## src/rtl/mem_arbiter.sv

```systemverilog
// Purpose: shares one synchronous memory port between instruction fetch and load/store.
// Latency: gnt in T (combinational), mem_en in T+1, rvalid in T+1+MEM_LATENCY (ce-enabled cycles).
// Backpressure: requests wait while an access is in flight; ce=0 freezes all state.
// Optional feature: define MEM_ARB_RR_EN for round-robin tie-breaking (default: LS over IF).
module mem_arbiter #(
   parameter int ADDR_W      = 32,
   parameter int DATA_W      = 32,
   parameter int MEM_LATENCY = 1
) (
   input  logic                clk,
   input  logic                reset,
   input  logic                ce,
   input  logic                if_req,
   input  logic [ADDR_W-1:0]   if_addr,
   output logic                if_gnt,
   output logic                if_rvalid,
   output logic [DATA_W-1:0]   if_rdata,
   input  logic                ls_req,
   input  logic                ls_we,
   input  logic [DATA_W/8-1:0] ls_be,
   input  logic [ADDR_W-1:0]   ls_addr,
   input  logic [DATA_W-1:0]   ls_wdata,
   output logic                ls_gnt,
   output logic                ls_rvalid,
   output logic [DATA_W-1:0]   ls_rdata,
   output logic                mem_en,
   output logic                mem_we,
   output logic [DATA_W/8-1:0] mem_be,
   output logic [ADDR_W-1:0]   mem_addr,
   output logic [DATA_W-1:0]   mem_wdata,
   input  logic [DATA_W-1:0]   mem_rdata
);

   localparam int       BE_W   = DATA_W / 8;
   localparam logic [2:0] LAT_M1 = 3'(MEM_LATENCY - 1);

   typedef enum logic [1:0] {IDLE, ACCESS, WAIT, RESP} state_t;

   state_t              state, state_nxt;
   logic [2:0]          cnt, cnt_nxt;
   logic                owner_ls, owner_nxt;
   logic                mem_we_nxt;
   logic [BE_W-1:0]     mem_be_nxt;
   logic [ADDR_W-1:0]   mem_addr_nxt;
   logic [DATA_W-1:0]   mem_wdata_nxt;
   logic                pick_ls;
   logic                grant_raw;
   logic                active;

   // Outputs are only live when the core is enabled and out of reset.
   assign active = ce & reset;

`ifdef MEM_ARB_RR_EN
   logic rr_last_if;

   // Remember which port won the most recent grant; reset leaves IF as last so LS wins first.
   always_ff @(posedge clk) begin
      if (!reset)
         rr_last_if <= 1'b1;
      else if (ce && grant_raw)
         rr_last_if <= !pick_ls;
   end

   assign pick_ls = ls_req && (!if_req || rr_last_if);
`else
   assign pick_ls = ls_req;
`endif

   // Next-state, grant selection and access-register loading.
   always_comb begin
      state_nxt     = state;
      cnt_nxt       = cnt;
      owner_nxt     = owner_ls;
      mem_we_nxt    = mem_we;
      mem_be_nxt    = mem_be;
      mem_addr_nxt  = mem_addr;
      mem_wdata_nxt = mem_wdata;
      grant_raw     = 1'b0;
      case (state)
         IDLE: begin
            if (if_req || ls_req) begin
               grant_raw = 1'b1;
               state_nxt = ACCESS;
               if (pick_ls) begin
                  owner_nxt     = 1'b1;
                  mem_we_nxt    = ls_we;
                  mem_be_nxt    = ls_be;
                  mem_addr_nxt  = ls_addr;
                  mem_wdata_nxt = ls_wdata;
               end else begin
                  owner_nxt     = 1'b0;
                  mem_we_nxt    = 1'b0;
                  mem_be_nxt    = '1;
                  mem_addr_nxt  = if_addr;
                  mem_wdata_nxt = '0;
               end
            end
         end
         ACCESS: begin
            cnt_nxt   = LAT_M1;
            state_nxt = (MEM_LATENCY == 1) ? RESP : WAIT;
         end
         WAIT: begin
            cnt_nxt = cnt - 3'd1;
            if (cnt <= 3'd1)
               state_nxt = RESP;
         end
         RESP: begin
            state_nxt = IDLE;
         end
         default: begin
            state_nxt = IDLE;
         end
      endcase
   end

   // State and access registers advance only on enabled cycles; reset clears everything.
   always_ff @(posedge clk) begin
      if (!reset) begin
         state     <= IDLE;
         cnt       <= 3'd0;
         owner_ls  <= 1'b0;
         mem_we    <= 1'b0;
         mem_be    <= '0;
         mem_addr  <= '0;
         mem_wdata <= '0;
      end else if (ce) begin
         state     <= state_nxt;
         cnt       <= cnt_nxt;
         owner_ls  <= owner_nxt;
         mem_we    <= mem_we_nxt;
         mem_be    <= mem_be_nxt;
         mem_addr  <= mem_addr_nxt;
         mem_wdata <= mem_wdata_nxt;
      end
   end

   // Grants, strobe and response steering; a store ack returns zero data.
   always_comb begin
      if_gnt    = active & grant_raw & !pick_ls;
      ls_gnt    = active & grant_raw & pick_ls;
      mem_en    = active & (state == ACCESS);
      if_rvalid = active & (state == RESP) & !owner_ls;
      ls_rvalid = active & (state == RESP) & owner_ls;
      if_rdata  = if_rvalid ? mem_rdata : '0;
      ls_rdata  = (ls_rvalid && !mem_we) ? mem_rdata : '0;
   end

endmodule

```

## config.mk

```make
export PLATFORM = sky130hd
export DESIGN_NAME = mem_arbiter
export DESIGN_NICKNAME = d
export VERILOG_FILES = /design/src/rtl/mem_arbiter.sv
export SDC_FILE = /design/constraint.sdc
export NUM_CORES = 1
export LEC_CHECK = 0
export CAP_MARGIN = 10
export CORE_AREA = 2 2 108 110
export CTS_CLUSTER_SIZE = 25
export DETAILED_ROUTE_END_ITERATION = 6
export DIE_AREA = 0 0 110 112
export HOLD_SLACK_MARGIN = 0.02
export PLACE_DENSITY = 0.8
export SLEW_MARGIN = 10
export SYNTH_ARGS = -nofsm -noshare
export SYNTH_HDL_FRONTEND = slang
export SYNTH_SLANG_ARGS = --single-unit
```

## constraint.sdc

```tcl
create_clock -name clk -period 3.8 [get_ports clk]
set_input_delay 0.57 -clock clk [delete_from_list [all_inputs] [get_ports clk]]
set_output_delay 0.57 -clock clk [all_outputs]
set_load 0.005 [all_outputs]
```

==> impl_metrics.env <==
export IMPL_grt_setup_unrepaired="false"
export IMPL_hold_start="mem_wdata[18]"
export IMPL_avgSynthCellArea_sq_um=10.07
export IMPL_drtPass1Iterations=4
export IMPL_layout_drive_gt1_share_pct=5.074
export IMPL_wl_um=12270
export IMPL_synth_cell_type_count=31
export IMPL_hold_depth=1
export IMPL_crit_type="input pin to primary output"
export IMPL_clk_pin_slew_ns=0.06
export IMPL_die_area_sq_um=12320
export IMPL_grt_usage_pct=19.41
export IMPL_ctsResizeCount=0
export IMPL_rr_worst_depth=6
export IMPL_cts_buffers=9
export IMPL_grt_max_degree=69
export IMPL_reg2reg_from="state[0]"
export IMPL_synth_area_sq_um=3493
export IMPL_hold_viol=0
export IMPL_drc=0
export IMPL_routedWlPerCell_um=16.21
export IMPL_ys_top_cells_by_count="dfxtp_1, and2_1, nand2_1, mux2i_1"
export IMPL_ys_seq_elements=75
export IMPL_dieWidth_um=110
export IMPL_required_ns=3.23
export IMPL_critPathArrivalTime_ns=2.79
export IMPL_ant_nets=0
export IMPL_syn_to_final_growth_pct=88.14
export IMPL_synth_top_family_by_area="compound AO/OA/AOI/OAI gates"
export IMPL_pre_cts_slack_ns=0.4408
export IMPL_clkSinkCount=75
export IMPL_ys_warn_count=0
export IMPL_critPathCaptureType="primary output"
export IMPL_pwr_density_cell_nw_per_um2=331.4
export IMPL_grt_overflow=0
export IMPL_final_nets=750
export IMPL_finClkSkew_ns=0.005032
export IMPL_yosysTopAreaCell="dfxtp_1"
export IMPL_hold_end="mem_wdata[18]"
export IMPL_synth_compound_area_share_pct=20.85
export IMPL_die_y_um=112
export IMPL_antenna_found_initial=3
export IMPL_fin_ws_ns=0.4446
export IMPL_netlist_top_cells_area="dfxtp_1, and2_1, mux2i_1, o211a_1, a22o_1"
export IMPL_min_period_ns=3.355
export IMPL_place_port_buffers=275
export IMPL_cts_tree="built"
export IMPL_core_area_sq_um=11170
export IMPL_worstReg2RegEnd="mem_addr[15]"
export IMPL_grt_pass1_wl_um=18080
export IMPL_ys_flop_type="dfxtp_1"
export IMPL_vias=3587
export IMPL_fin_tns_setup_ns=0
export IMPL_drt_vias_per_instance=4.738
export IMPL_clock_path_buffers=2
export IMPL_finalMaxSlewViolations=0
export IMPL_synthArstFlopShare_pct=0
export IMPL_root_buffer="clkbuf_16"
export IMPL_syn_inst=347
export IMPL_register_area_sq_um=1501
export IMPL_gp_congestion=0.7648
export IMPL_multi_input_area_sq_um=1795
export IMPL_yosys_area_share_xor_xnor_pct=0
export IMPL_postCtsSetupRepairBufs=0
export IMPL_relSlewSlack_pct=49.18
export IMPL_worstSetupStartpointType="input pin"
export IMPL_outcome="complete, no violations"
export IMPL_synth_most_common_cell="dfxtp_1"
export IMPL_initial_core_util_pct=31.26
export IMPL_min_path_type="flop to flop"
export IMPL_synth_simple_area_share_pct=18.52
export IMPL_htree_levels=3
export IMPL_dp_hpwl_um=9751
export IMPL_ys_seq_area_share_pct=42.98
export IMPL_ir_worst_vdd_mv=0.2164
export IMPL_synth_fa_ha_area_share_pct=2.149
export IMPL_fin_crit_sh_pct=88.30
export IMPL_maxCapViolCount=0
export IMPL_drt_iter0_drc=183
export IMPL_fillers=971
export IMPL_yosysTopAreaCellShare_pct=42.98
export IMPL_path_max_fanout=32
export IMPL_leakage_nw=2.888
export IMPL_setup_violations=0
export IMPL_clock_latency_ns=0.33
export IMPL_grt_pass1_vias=3628
export IMPL_r2r_slack_ns=1.94
export IMPL_max_freq_mhz=298.0
export IMPL_tightestPinTransition_ns=0.7607
export IMPL_synth_nets=491
export IMPL_synth_edf_count=0
export IMPL_ioPinCount=276
export IMPL_synthMuxAreaShare_pct=9.742
export IMPL_hold_buffers=0
export IMPL_rows=39
-- state kept, by name (all words and copies together), names as in the netlist --
| name | flops |
|---|---|
| state | 2 |
| owner_ls | 1 |
| mem_wdata | 32 |
| mem_addr | 32 |
| cnt | 3 |
| mem_we | 1 |
| mem_be | 4 |
-- through the flow --
| step | instances | power [mW] | instance area, sq um | utilization [%] | hold slack [ns] |
|---|---|---|---|---|---|
| 2_1_floorplan | 347 | 1.065 | 3493 | - | 0.4418 |
| 3_3_place_gp | 738 | 1.344 | 6266 | 56.07 | 0.4559 |
| 3_5_place_dp | 738 | 1.355 | 6266 | 56.07 | 0.4572 |
| 4_1_cts | 754 | 2.198 | 6560 | 58.71 | 0.4747 |
| 5_1_grt | 757 | 2.274 | 6573 | 58.82 | 0.4927 |
| 6_report | 757 | 2.178 | 6573 | 58.82 | 0.4747 |
-- layout by cell type (no fill, tap or decap) --
master | Yosys | routed
o211a_1 | 33 | 32
mux2i_1 | 34 | 34
nand3_1 | 2 | 2
and3_1 | 1 | 1
and3b_1 | 1 | 1
or3_1 | 1 | 1
inv_1 | 4 | 4
and2b_1 | 1 | 1
a221oi_1 | 1 | 1
a22o_1 | 33 | 33
o211a_2 | 0 | 1
nor2b_1 | 1 | 1
clkinv_4 | 0 | 1
o21ba_2 | 1 | 1
nand4b_1 | 1 | 1
clkinvlp_4 | 0 | 2
bufinv_16 | 0 | 1
o21ai_0 | 1 | 1
a21boi_0 | 3 | 3
dfxtp_1 | 75 | 75
nor2b_4 | 0 | 1
and4_1 | 2 | 2
clkbuf_16 | 0 | 9
diode_2 | 0 | 3
nand4_1 | 1 | 1
o221a_2 | 4 | 4
clkdlybuf4s50_1 | 0 | 273
a21bo_2 | 1 | 1
a21o_1 | 1 | 1
buf_4 | 1 | 5
ha_1 | 6 | 6
nor2_1 | 2 | 2
clkinv_2 | 0 | 3
buf_2 | 8 | 2
and2_1 | 64 | 64
nand2b_1 | 1 | 1
nand2_1 | 39 | 39
-- per-layer routing --
layer	vias to the layer above	global-route usage [%]	share of wire, %	wire [um]
li1	1747	-	-	-
met1	1641	17.18	32	3959
met2	177	37.06	54	6613
met3	22	7.436	11	1305
met4	0	9.367	3.2	391
met5	-	0	0	0
-- area by class of cell --
cell class / instances / area share, %
clock buffer: 9 / 3.427
sequential: 75 / 22.84
multi-input combinational: 236 / 27.32
antenna: 3 / 0.1142
timing repair buffer: 280 / 42.30
clock inverter: 7 / 1.047
inverter: 4 / 0.2284
tap: 143 / 2.722
-- cells by family (layout without fill, tap and decap cells) --
group,Yosys count,in the layout
flops,75,75
simple gates,118,118
mux,34,34
other cells,0,3
buf+inv,36,300
fa+ha+maj,6,6
compound gates,78,78
-- how the worst max path moves through the flow --
stage / from / to / slack, ns / cells past startpoint
CTS: ce / ls_rdata[17] / 0.43 / 5
global route: ce / ls_rdata[15] / 0.27 / 5
floorplan: ce / ls_rdata[10] / 1.76 / 5
global placement: ce / ls_rdata[19] / 0.57 / 5
finish: ce / ls_rdata[17] / 0.44 / 5
detailed placement: ce / ls_rdata[15] / 0.44 / 5
-- where the power goes --
part	switching [mW]	leakage, nW	internal, mW	total [mW]
Combinational	0.156	2.13	0.298	0.454
Clock	0.335	0.141	0.506	0.841
Sequential	0.0347	0.615	0.849	0.883
-- worst max-delay path, stage by stage --
cell,delay (ns)
clkdlybuf4s50_1,0.64
and4_1,0.25
and2b_1,0.58
and2_1,0.22
clkdlybuf4s50_1,0.51
(Power assumes the default switching activity.)
